## config.mk

```make
export PLATFORM = sky130hd
export DESIGN_NAME = disp_scan
export DESIGN_NICKNAME = d
export VERILOG_FILES = /design/src/rtl/disp_scan.sv
export SDC_FILE = /design/constraint.sdc
export NUM_CORES = 1
export LEC_CHECK = 0
export CAP_MARGIN = 20
export CORE_ASPECT_RATIO = 1.4
export CORE_MARGIN = 2
export CORE_UTILIZATION = 46
export CTS_BUF_LIST = sky130_fd_sc_hd__clkbuf_4
export CTS_CLUSTER_DIAMETER = 100
export DETAILED_ROUTE_END_ITERATION = 16
export MAX_ROUTING_LAYER = met4
export PLACE_DENSITY_LB_ADDON = 0.3
export SLEW_MARGIN = 20
export SYNTH_ARGS = -nofsm -noshare
export SYNTH_HDL_FRONTEND = slang
export SYNTH_SLANG_ARGS = --single-unit
```

## constraint.sdc

```tcl
create_clock -name clk -period 2.4 [get_ports clk]
set_input_delay 0.48 -clock clk [delete_from_list [all_inputs] [get_ports clk]]
set_output_delay 0.48 -clock clk [all_outputs]
set_load 0.02 [all_outputs]
```

## src/rtl/disp_scan.sv

```systemverilog
// disp_scan: four-digit multiplexed display scanner feeding a 7-segment decoder.
//
// The 16-bit input value is copied into a shadow register once per frame, so a
// frame never mixes old and new digits. Each digit slot lasts DIV cycles. The
// first GUARD cycles of every slot are blanked to suppress ghosting.
//
// Optional feature: define DISP_LZB_EN to enable leading-zero blanking. Digits
// 1..3 are then suppressed when their nibble and all higher nibbles are zero.
//
// Parameters:
//   DIV    clock cycles per digit slot (>= 2)
//   GUARD  blanked cycles at the start of each slot (0 <= GUARD < DIV)
// Ports:
//   clk    system clock, rising edge
//   rst    asynchronous active-high reset
//   val    value to display; nibble i goes to digit i (digit 0 = LSD)
//   blank  per-digit force-dark mask, sampled live
//   bcd    nibble for the decoder input
//   en     decoder enable (0 = all segments off)
//   an     active-low anode selects, at most one bit low
//   frm    one-cycle pulse in cycle 0 of every frame
module disp_scan #(
  parameter int DIV   = 50000,
  parameter int GUARD = 500
) (
  input  logic        clk,
  input  logic        rst,
  input  logic [15:0] val,
  input  logic [3:0]  blank,
  output logic [3:0]  bcd,
  output logic        en,
  output logic [3:0]  an,
  output logic        frm
);

  localparam int CW = (DIV > 1) ? $clog2(DIV) : 1;
  localparam logic [CW-1:0] LAST = CW'(DIV - 1);

  logic [CW-1:0] cnt_reg, cnt_next;
  logic [1:0]    idx_reg, idx_next;
  logic [15:0]   sh_reg, sh_next;
  // Low in reset: the first edge after release enters cycle 0 of digit 0
  // instead of advancing the counter.
  logic          run_reg;

  logic [3:0]    bcd_reg, bcd_next;
  logic          en_reg, en_next;
  logic [3:0]    an_reg, an_next;
  logic          frm_reg, frm_next;

  logic [3:0]    nib [4];
  logic          guard_ok;
  logic          lzb_ok;
  logic          lit;

  // Outputs are computed from the next state and registered, so every output
  // describes the same cycle as the state it came from.
  genvar gi;
  generate
    for (gi = 0; gi < 4; gi++) begin : g_nib
      assign nib[gi] = sh_next[4*gi +: 4];
    end

    if (GUARD == 0) begin : g_noguard
      assign guard_ok = 1'b1;
    end else begin : g_guard
      assign guard_ok = (cnt_next >= CW'(GUARD));
    end
  endgenerate

`ifdef DISP_LZB_EN
  // hi_nz[i]: nibble i or any more significant nibble is non-zero.
  logic [3:0] hi_nz;
  generate
    for (gi = 0; gi < 4; gi++) begin : g_lzb
      assign hi_nz[gi] = |sh_next[15:4*gi];
    end
  endgenerate
  assign lzb_ok = (idx_next == 2'd0) | hi_nz[idx_next];
`else
  assign lzb_ok = 1'b1;
`endif

  always_comb begin
    cnt_next = cnt_reg;
    idx_next = idx_reg;
    if (!run_reg) begin
      cnt_next = '0;
      idx_next = 2'd0;
    end else if (cnt_reg == LAST) begin
      cnt_next = '0;
      idx_next = idx_reg + 2'd1;
    end else begin
      cnt_next = cnt_reg + CW'(1);
    end

    frm_next = (cnt_next == '0) && (idx_next == 2'd0);
    sh_next  = frm_next ? val : sh_reg;
    bcd_next = nib[idx_next];

    lit      = ~blank[idx_next] & guard_ok & lzb_ok;
    en_next  = lit;
    an_next  = lit ? ~(4'b0001 << idx_next) : 4'b1111;
  end

  always_ff @(posedge clk or posedge rst) begin
    if (rst) begin
      run_reg <= 1'b0;
      cnt_reg <= '0;
      idx_reg <= 2'd0;
      sh_reg  <= 16'h0000;
      bcd_reg <= 4'h0;
      en_reg  <= 1'b0;
      an_reg  <= 4'b1111;
      frm_reg <= 1'b0;
    end else begin
      run_reg <= 1'b1;
      cnt_reg <= cnt_next;
      idx_reg <= idx_next;
      sh_reg  <= sh_next;
      bcd_reg <= bcd_next;
      en_reg  <= en_next;
      an_reg  <= an_next;
      frm_reg <= frm_next;
    end
  end

  assign bcd = bcd_reg;
  assign en  = en_reg;
  assign an  = an_reg;
  assign frm = frm_reg;

endmodule
```

Yosys cells after proc, flatten, opt, wreduce, memory -nomap -nowiden:

Index checks and enable logic that the tools add are counted.

* register bits after elaboration: 45
* output and inout bits: 10
* input bits: 22
* logic and storage cells: 33

* shift operators: 1
* bitwise gates (word level): 4
* order comparisons: 3
* equal/unequal tests: 1
* mux-type cells: 11
* reductions and logical operators: 3
* add/subtract/negate cells: 2

Operator list (number)
* 16-bit 2-to-1 mux: 3
* 16-bit by 1-bit adder with 16-bit output (second input constant): 1
* 16-bit == test (second input constant): 1
* 16-bit by 9-bit greater-or-equal comparator with 1-bit output (second input constant): 1
* 16-bit logical NOT: 1
* 4-bit 2-to-1 mux: 3
* 4-bit binary-select mux with 2-bit select: 1
* 2-bit 2-to-1 mux: 2
* 4-bit inverter: 1
* 1-bit by 2-bit left shift with 4-bit output (first input constant): 1
* 3-bit greater-or-equal comparator (second input constant): 1
* 2-bit by 3-bit less-than comparator with 1-bit output (second input constant): 1
* 2-bit inverter with 3-bit output: 1
* 2-bit by 1-bit adder with 2-bit output (second input constant): 1
* 1-bit binary-select mux with 2-bit select: 1
* 2-bit logical NOT: 1
* 1-bit AND: 1
* 1-bit logical AND: 1
* 1-bit 2-to-1 mux: 1
* 1-bit inverter: 1

Logic depth before layout (Yosys ltp):

* depth in word-level cells: 9
* gate-level depth with buffers: 11
* gate-level depth less buffers: 9

Worst setup path after synthesis:

OpenSTA, ideal clock, no wires.

* path type: reg-to-reg
* start: register cnt_reg[0]
* end: register sh_reg[10]
* arrival time: 2.499 ns
* slack: -0.225 ns
* buffers on the path: 3
* data required time: 2.275 ns
* clock period less this slack: 2.625 ns
* library setup time: 0.125 ns
* stages on the path, launching flop included: 11
* path through: dfrtp_1 ha_1 buf_6 and3_4 buf_6 and4_4 a211oi_4 nor4_4 a31oi_4 buf_8 mux2_4

* cells in the longest elaborated chain, start to end: 6
* elaborated cells between the ends (all ways): 10
* classes of those cells: add/sub (1); eq/ne (1); mux (5); reduce/logical (3)

Ends and longest elaborated chain
* from (decl): RTL line 39 `logic [CW-1:0] cnt_reg, cnt_next;`
* from (signal assigned): RTL line 118 `cnt_reg <= cnt_next;`
* 16-bit by 1-bit adder with 16-bit output or 16-bit == test (tied branches): RTL line 94, 90
* 16-bit 2-to-1 mux or 2-bit 2-to-1 mux (tied branches): RTL line 90 `end else if (cnt_reg == LAST) begin`
* 16-bit 2-to-1 mux or 2-bit 2-to-1 mux (tied branches): RTL line 87 `if (!run_reg) begin`
* 16-bit logical NOT or 2-bit logical NOT (tied branches): RTL line 97 `frm_next = (cnt_next == '0) && (idx_next == 2'd0);`
* 1-bit logical AND (*): RTL line 97
* 16-bit 2-to-1 mux (*): RTL line 98 `sh_next = frm_next ? val : sh_reg;`
* named net sh_next[10]: RTL line 41 `logic [15:0] sh_reg, sh_next;`
* to (signal assigned): RTL line 120 `sh_reg <= sh_next;`
* to (decl): RTL line 41

The timed path passes the listed nets; every way through them passes the cells marked *.

Final worst setup path:

* start: register cnt_reg[6]
* end: register bcd_reg[2], in the netlist bcd[2]

* cells in the longest elaborated chain, start to end: 9
* elaborated cells between the ends (all ways): 14
* classes of those cells: add/sub (1); eq/ne (1); mux (8); bitwise (1); reduce/logical (3)

Ends and longest elaborated chain
* 16-bit by 1-bit adder with 16-bit output or 16-bit == test (tied branches): RTL line 94, 90
* 16-bit 2-to-1 mux or 2-bit 2-to-1 mux (tied branches): RTL line 90
* 16-bit 2-to-1 mux or 2-bit 2-to-1 mux (tied branches): RTL line 87
* 16-bit logical NOT or 2-bit logical NOT (tied branches): RTL line 97
* 1-bit logical AND: RTL line 97
* 16-bit 2-to-1 mux: RTL line 98
* 4-bit binary-select mux with 2-bit select (*): RTL line 99 `bcd_next = nib[idx_next];`
* 4-bit 2-to-1 mux (not written as such) (*) (2 in series): RTL line 99
* named net bcd_next[2]: RTL line 46 `logic [3:0] bcd_reg, bcd_next;`
* to (signal assigned): RTL line 121 `bcd_reg <= bcd_next;`
* to (decl): RTL line 46

The timed path passes the listed nets; every way through them passes the cells marked *. The select of a mux whose other input is x is not followed.

==> run metrics <==
status complete, but fails checks; failing checks setup timing; routed len/inst 16.74 um; synthesized area 0.002587 mm2; synth-to-layout area growth 35.88%; # H-tree levels 2; setup TNS -207.4 ps; total grt overflow 0; FFs w/ async S/R, synth 100.0%; Final setup viols 11; post-synthesis sequential area ratio 43.71%; worst ir drop on vdd 361.7 uV; vias in the first global route 2,176; worst skew pair latency 360 ps; initial DRC count 89; Final Util 64.10%; Yosys cell types 59; critical path, cell by cell buf_12, and4bb_2, and4_4, a211oi_4, nor4_4, a31oi_4, buf_12, mux2i_4, o221ai_1; Primary FF master, synth dfrtp_1; core area 0.005485 mm2; sw frac 27.54%; CP startpoint kind flop; Post-Layout Cell Count 378; CTS tree yes; layout cells sized above 1 38.71%; Sequential Area 0.001134 mm2; leading cell types in the layout, fill and taps excluded 47 x buf_4, 39 x dfrtp_1, 31 x clkdlybuf4s50_1; Starting Density 47.17%; clock share of power 25.0%; initial antenna violation count 0; Pleak 0.001496 uW; synthesized flop and latch total 45; slowest cell on the critical path dfrtp_1; Worst Skew 9.792 ps; Fin. Hold Viols 0; Crit. End Element flop; fmax 407.4 MHz; leading area contributor after synthesis dfrtp_1; WL final 6.328 mm; Tmin final 2455 ps; WP data required 2640 ps; CP Max Fanout 6; fin worst setup slack -54.84 ps; die width 67.39 um; Cell Int Power 1096 uW; syn nets 257; Psw 416.6 uW; CTS Buf Count 5; Setup CP Type flop to flop; # DRC 0; area taken by multi-input logic gates 0.001429 mm2; clock-pin slew on the worst setup and hold paths 140 ps; wire length of the first global-routing pass 10.05 mm; FP Rows 32; fin nets 332; worst min-delay path category flop to flop; share of the synthesized area in the top cell type 39.65%; RSZ-0062 raised after global routing yes; clock tree buffer depth 2; fill count 416; slowest stage delay, CP 440 ps; Worst-Margin Slew 561.3 ps; Slew Limit Fails 0; Gate power share 19.2%; clk sinks 45; Post-Syn Area per Cell 11.06 um2; Placed Cells 357; Boundary Pins 32; pwr/cell area 430.2 mW/mm2; commonest non-fill, non-tap cell in the layout buf_4; drt first pass iters 4; DP HPWL 4.374 mm; max-cap violation count 0; Port Buffers 31; Critical path buffers and inverters 2; power consumption 1513 uW; WP data arrival 2690 ps; worst hold slack 525.6 ps; largest net degree at the start of global routing 46; DR vias/cell 5.511; cell count after synthesis 234; sequential share of power 55.8%; die area 0.006249 mm2; synth top area cells dfrtp_1 40%, mux2_4 5.2%, dfstp_2 4.1%, xnor2_1 3.7%, nor2_1 3.5%; Vias 2,083; ANT cells 0; die height 92.74 um; synth warn 0; Worst path top cell family by delay compound AO/OA/AOI/OAI gates; RePlAce Congestion 0.8570; Root Driver clkbuf_4; GR Util All Layers 21.63%; Crit path top cell by count buf_12; Final ANT Viol Nets 0; Slew HR 62.58%; EDFF count, synth 0; fin crit share 102.3%
==> kinds of logic (layout without fill, tap and decap cells) <==
logic type,count (synthesis),in the layout,synth area share (%)
compound gates,34,34,11.51
xor+xnor,18,18,6.093
fa+ha+maj,1,1,0.4835
buf+inv,29,105,8.172
flops,45,45,43.71
mux,17,17,8.511
other cells,1,1,0.1449
simple gates,89,89,21.37
==> per-stage QoR <==
step | worst slack, ps | instance area (um2)
global route | -165.9 | 3516
detailed placement | -105.4 | 3143
global placement | 17.73 | 3143
finish | -54.84 | 3516
CTS | 12.14 | 3274
floorplan | -140.7 | 2592
==> repair_timing <==
item                                    in CTS  in global routing
buffers inserted                             3                  8
endpoints found under the setup margin      18                 21
gates resized for setup                      9                 24
pin swaps                                    1                  8
hold buffers                                 0                  0
cloned                                       0                  2
==> cell type report <==
| type | instances | area share, % |
|---|---|---|
| well taps | 68 | 2.420 |
| flip-flops and latches | 45 | 32.24 |
| clock inverters | 3 | 0.6050 |
| repair buffers | 82 | 21.42 |
| multi-input cells | 160 | 40.64 |
| clock buffers | 5 | 1.068 |
| inverters | 15 | 1.601 |
==> power by group through the flow <==
stage / sequential, uW / clock [uW] / combinational [uW]
floorplan: 855 / 0 / 126
global placement: 849 / 0 / 221
detailed placement: 850 / 0 / 226
CTS: 839 / 394 / 243
global route: 850 / 421 / 310
finish: 844 / 379 / 290
==> synthesized netlist by cell type, types with 5 or more instances <==
cell type / count
xnor2_1: 11
a22oi_1: 5
clkbuf_8: 5
nand3_1: 10
nor2_1: 24
nand2_1: 11
dfrtp_1: 41
inv_1: 14
xor2_1: 7
o221ai_1: 5
mux2_4: 9
==> metal layers <==
layer | GRT usage (%) | vias to the layer above | share of wire, %
met5 | - | - | 0
met4 | 9.014 | 0 | 3.8
met3 | 3.159 | 27 | 3.3
met2 | 37.05 | 55 | 55
met1 | 24.74 | 1026 | 38
li1 | - | 975 | -
==> worst paths after layout <==
check                           startpoint         end  slack [ps]  depth (start not counted)
worst max-delay path            cnt_reg[6]      bcd[2]         -50                          9
worst min-delay path            sh_reg[14]  sh_reg[14]         530                          1
worst max register to register  cnt_reg[6]      bcd[2]         -50                          9
worst min register to register  sh_reg[14]  sh_reg[14]         530                          1
max in group asynchronous              rst  cnt_reg[0]        1430                          3
min in group asynchronous              rst         frm         540                          3
Power figures use the tool's default switching activity.
==> RTL edit 1: new RTL, config.mk and constraints unchanged <==
The parameter `DIV` goes from 50000 to 200000.
--- a/src/rtl/disp_scan.sv
+++ b/src/rtl/disp_scan.sv
@@ -21,5 +21,5 @@
 //   frm    one-cycle pulse in cycle 0 of every frame
 module disp_scan #(
-  parameter int DIV   = 50000,
+  parameter int DIV   = 200000,
   parameter int GUARD = 500
 ) (
Function: no difference found for any inputs over 10 cycles, from zero or initial values and one cycle with rst high; that may be too few to reach the edited logic, so the function may still have changed.
==> RTL edit 1 against the unedited design <==
  * Final area down 0.14%
  * Sequential share of layout area up 1.5 points
  * Area after synthesis is 3.7% higher
  * Core utilization is 1.0 points lower
  * Clock power is 29% higher
  * Wire length decreased by 2.9%
  * First-iteration DRC count is 19% lower
  * Worst setup slack better by 0.077 ns
  * Hold slack worse by 0.049 ns
  * Sequential cell count increased by 2
  * Total power increased by 7.7%
  * Synthesized cell count increased by 11%
  * Largest cell class unchanged
  * Highest routed layer unchanged
==> RTL edit 1: results (changes against the unedited design) <==
Detailed routing
The wire length the detailed router placed on met1 is 2370 um (-1.5%). The total wire length after detailed routing is 6150 um (-2.9%). The met3 routed wirelength is 131 um (-36%). The final routed wire length divided by cell count is 15.7 um (-6.1%). The detailed route wirelength on metal2 is 3520 um (+1.3%). The count of vias placed by the detailed router came to 2156 (+3.5%).

The starting DRC count in detailed routing is 72 (-19%).

Global routing
The global routing met1 resource utilization is 0.241 (-0.00690). The met3 global-route usage is 0.0381 (+0.00655). The met2 routing resource usage after global routing is 0.376 (+0.00534). The number of global-route vias before repair was 2269 (+4.3%). The pin count of the biggest net entering global routing is 28 (-39%). The global-route wire length before repair was 10300 um (+2.6%).

Timing
The clock period minus final worst setup slack is 2.38 ns (-0.0768 ns). The pin slew with the least headroom to its limit is 0.597 ns (+0.0362 ns). The worst clock skew is 0.0104 ns (+0.000565 ns).

The final hold slack is 0.477 ns (-0.0486 ns).

Logic synthesis
The fraction of post-synthesis cell area in the top cell type by area is 0.401 (+0.00441). The share of synthesized cell area in full adder, half adder and majority cells was 0.00466 (-0.000174). The share of cell area taken by muxes after synthesis is 0.0825 (-0.00259). The net count after synthesis is 282 (+9.7%).

The xor/xnor share of the synthesized area is 0.0620 (+0.00108). Sorting the synthesized cells by how often they occur yields sky130_fd_sc_hd__dfrtp_1 (43), sky130_fd_sc_hd__nand2_1 (22), sky130_fd_sc_hd__nor2_1 (20). The complex-gate fraction of the synthesized area was 0.148 (+0.0327). The sequential-to-total area share from yosys stat is 0.440 (+0.00296).

Final layout
The area of combinational cells with multiple inputs came to 1450 um2 (+1.2%). The number of signal-net buffers in the layout is 71 (-13%). The ratio of cells with drive above 1 in the final layout is 0.316 (-0.0713). The number of logic inverters in the finished layout is 13 (-2).

The layout sequential cell count is 47 (+4.4%). The buffer share of cell area is 0.189 (-0.0250). The total of fill cells in the finished design is 458 (+10%). The utilization after layout was 0.631 (-0.0101). The number of multi-input combinational cells is 184 (+15%).

The clock-cell share of area is 0.0232 (+0.00644). The post-layout net count came to 345 (+3.9%). The sequential cell area is 1180 um2 (+4.5%).

Place
The worst slack at placement came to 0.0104 ns (+0.116 ns). The standard cell area after detailed placement was 3290 um2 (+4.6%). The routability congestion estimate was 0.821 (-4.2%). The placed cell count is 379 (+6.2%).

The HPWL reported at the end of detailed placement was 4460 um (+2.0%).

Worst setup path
The data arrival time of the worst path came to 2.64 ns (-0.05 ns). The maximum net fanout on the critical path is 8 (+2). The reg-to-reg setup timing slack is 0.02 ns (+0.08 ns).

Status
The run finished with clean final reports.

Power
The peak ir drop on the vdd network is 0.406 mV (+12%). The leakage power is 1.45 nW (-3.1%).

Clocking
The clock reaches the later pin of the worst-skew pair after about 0.37 ns.

Hold path
The type of the worst min-delay path is input pin to asynchronous set/reset pin.
## RTL edit 1: repair_timing
action                     in CTS  in global routing
pin swaps                       3                  5
hold endpoints to repair        0                  0
gates cloned                    0                  1
buffers inserted                2                  1
hold buffers                    0                  0
gates resized for setup        10                 14
setup endpoints to repair      15                 19
## RTL edit 1: final timing paths
path,from,endpoint
hold reg to reg,sh_reg[2],sh_reg[2]
min in group clk,sh_reg[2],sh_reg[2]
max in group asynchronous,rst,cnt_reg[3]
hold / removal,rst,sh_reg[10]
setup / recovery,cnt_reg[0],sh_reg[11]
setup reg to reg,cnt_reg[0],sh_reg[11]
## RTL edit 1: worst max-delay path, delay by kind of cell (launching register included)
family | cells | cell delay, ns
compound gates | 2 | 0.22
fa+ha+maj | 1 | 0.19
buf+inv | 1 | 0.15
flops | 1 | 0.44
mux | 1 | 0.30
simple gates | 4 | 0.97
## RTL edit 1: power by group
part	internal, mW	total [mW]	switching [mW]
sequential	0.843	0.878	0.0354
clock	0.220	0.490	0.270
combinational	0.154	0.262	0.108
==> RTL edit 2: new RTL, same settings <==
Made on the original files. Put one more register stage on the output `an`, with the module's reset. The value now appears one clock later. The other outputs are not delayed to match.
--- a/src/rtl/disp_scan.sv
+++ b/src/rtl/disp_scan.sv
@@ -128,5 +128,11 @@
   assign bcd = bcd_reg;
   assign en  = en_reg;
-  assign an  = an_reg;
+  always_ff @(posedge clk or posedge rst) begin
+    if (rst) begin
+      an <= '0;
+    end else begin
+      an <= an_reg;
+    end
+  end
   assign frm = frm_reg;
 
Formal check against the unedited RTL: not equivalent (Yosys sat finds a counterexample within 4 cycles, from zero or initial values and one cycle with rst high).
==> RTL edit 2 against the unedited design <==
  * Fmax increased by 4.1%
  * Wire length is 9.1% lower
  * Combinational power is 10% lower
  * Area after synthesis up 3.9%
  * Critical path depth unchanged
  * Final cell count fell by 1.9%
  * Final area down 2.6%
  * Sequential cell count grew 4
  * Count of clock-buffer cells in the layout stayed put
  * Total power grew 3.7%
  * Largest cell class unchanged
  * Worst setup slack improved by 0.097 ns
  * Largest power group unchanged
==> RTL edit 2: results (changes against the unedited design) <==
Logic synthesis
The sequential-to-total area share from yosys stat was 0.458 (+0.0210). The complex-gate fraction of the synthesized area is 0.111 (-0.00429). The xor/xnor share of the synthesized area is 0.0587 (-0.00227). The net count after synthesis came to 261 (+1.6%). The synthesized netlist cell count is 238 (+1.7%).

Global routing
The overall global routing resource usage is 0.208 (-0.00863). The met3 global-route usage is 0.0274 (-0.00418). The met2 routing resource usage after global routing came to 0.358 (-0.0123).

Detailed routing
The count of vias placed by the detailed router was 1997 (-4.1%). The starting DRC count in detailed routing came to 61 (-31%). The wire length the detailed router placed on met1 was 2210 um (-8.1%).

Final layout
The number of signal-net buffers in the layout is 71 (-13%). The sequential cell area is 1240 um2 (+9.2%). The post-layout net count is 325 (-2.1%). The count of non-filler cells in the finished layout is 371 (-1.9%).

The ratio of cells with drive above 1 in the final layout is 0.366 (-0.0208). The buffer share of cell area came to 0.183 (-0.0316). The clock-cell share of area is 0.0172 (+0.000440).

Place
The HPWL reported at the end of detailed placement is 4380 um (+0.11%). The worst slack at placement came to -0.0525 ns (+0.0528 ns). The standard cell area after detailed placement is 3190 um2 (+1.4%).

Power
The power in combinational cells is 0.261 mW (-10%). The total net switching power is 0.423 mW (+1.6%). The peak ir drop on the vdd network is 0.332 mV (-8.1%).

Timing
The headroom to the max-slew limit is 0.638 (+0.0122).

Status
The flow ran to the end, and the final reports show no timing, DRC or antenna violations.

Worst setup path
The worst-path cell with the longest stage delay is sky130_fd_sc_hd__dfrtp_2.
-- RTL edit 2: cell count changes in the layout (fill, tap and decap cells not counted), sizes merged --
cell | before | now
buf | 49 | 40
clkbuf | 7 | 5
clkinv | 2 | 1
dfrtp | 41 | 45
inv | 15 | 16
-- RTL edit 2: path summary, 6_finish.rpt --
kind / from / to / slack, ns
setup / recovery: cnt_reg[0] / bcd[3] / 0.04
hold / removal: an_reg[0] / an[0] / 0.40
setup reg to reg: cnt_reg[0] / bcd[3] / 0.04
hold reg to reg: an_reg[0] / an[0] / 0.40
max in group asynchronous: rst / an_reg[0] / 1.32
min in group asynchronous: rst / sh_reg[13] / 0.45
-- RTL edit 2: timing repair --
action / CTS / global route
buffers inserted: 4 / 2
pin swaps: 3 / 7
setup endpoints to repair: 21 / 25
resized for setup: 3 / 28
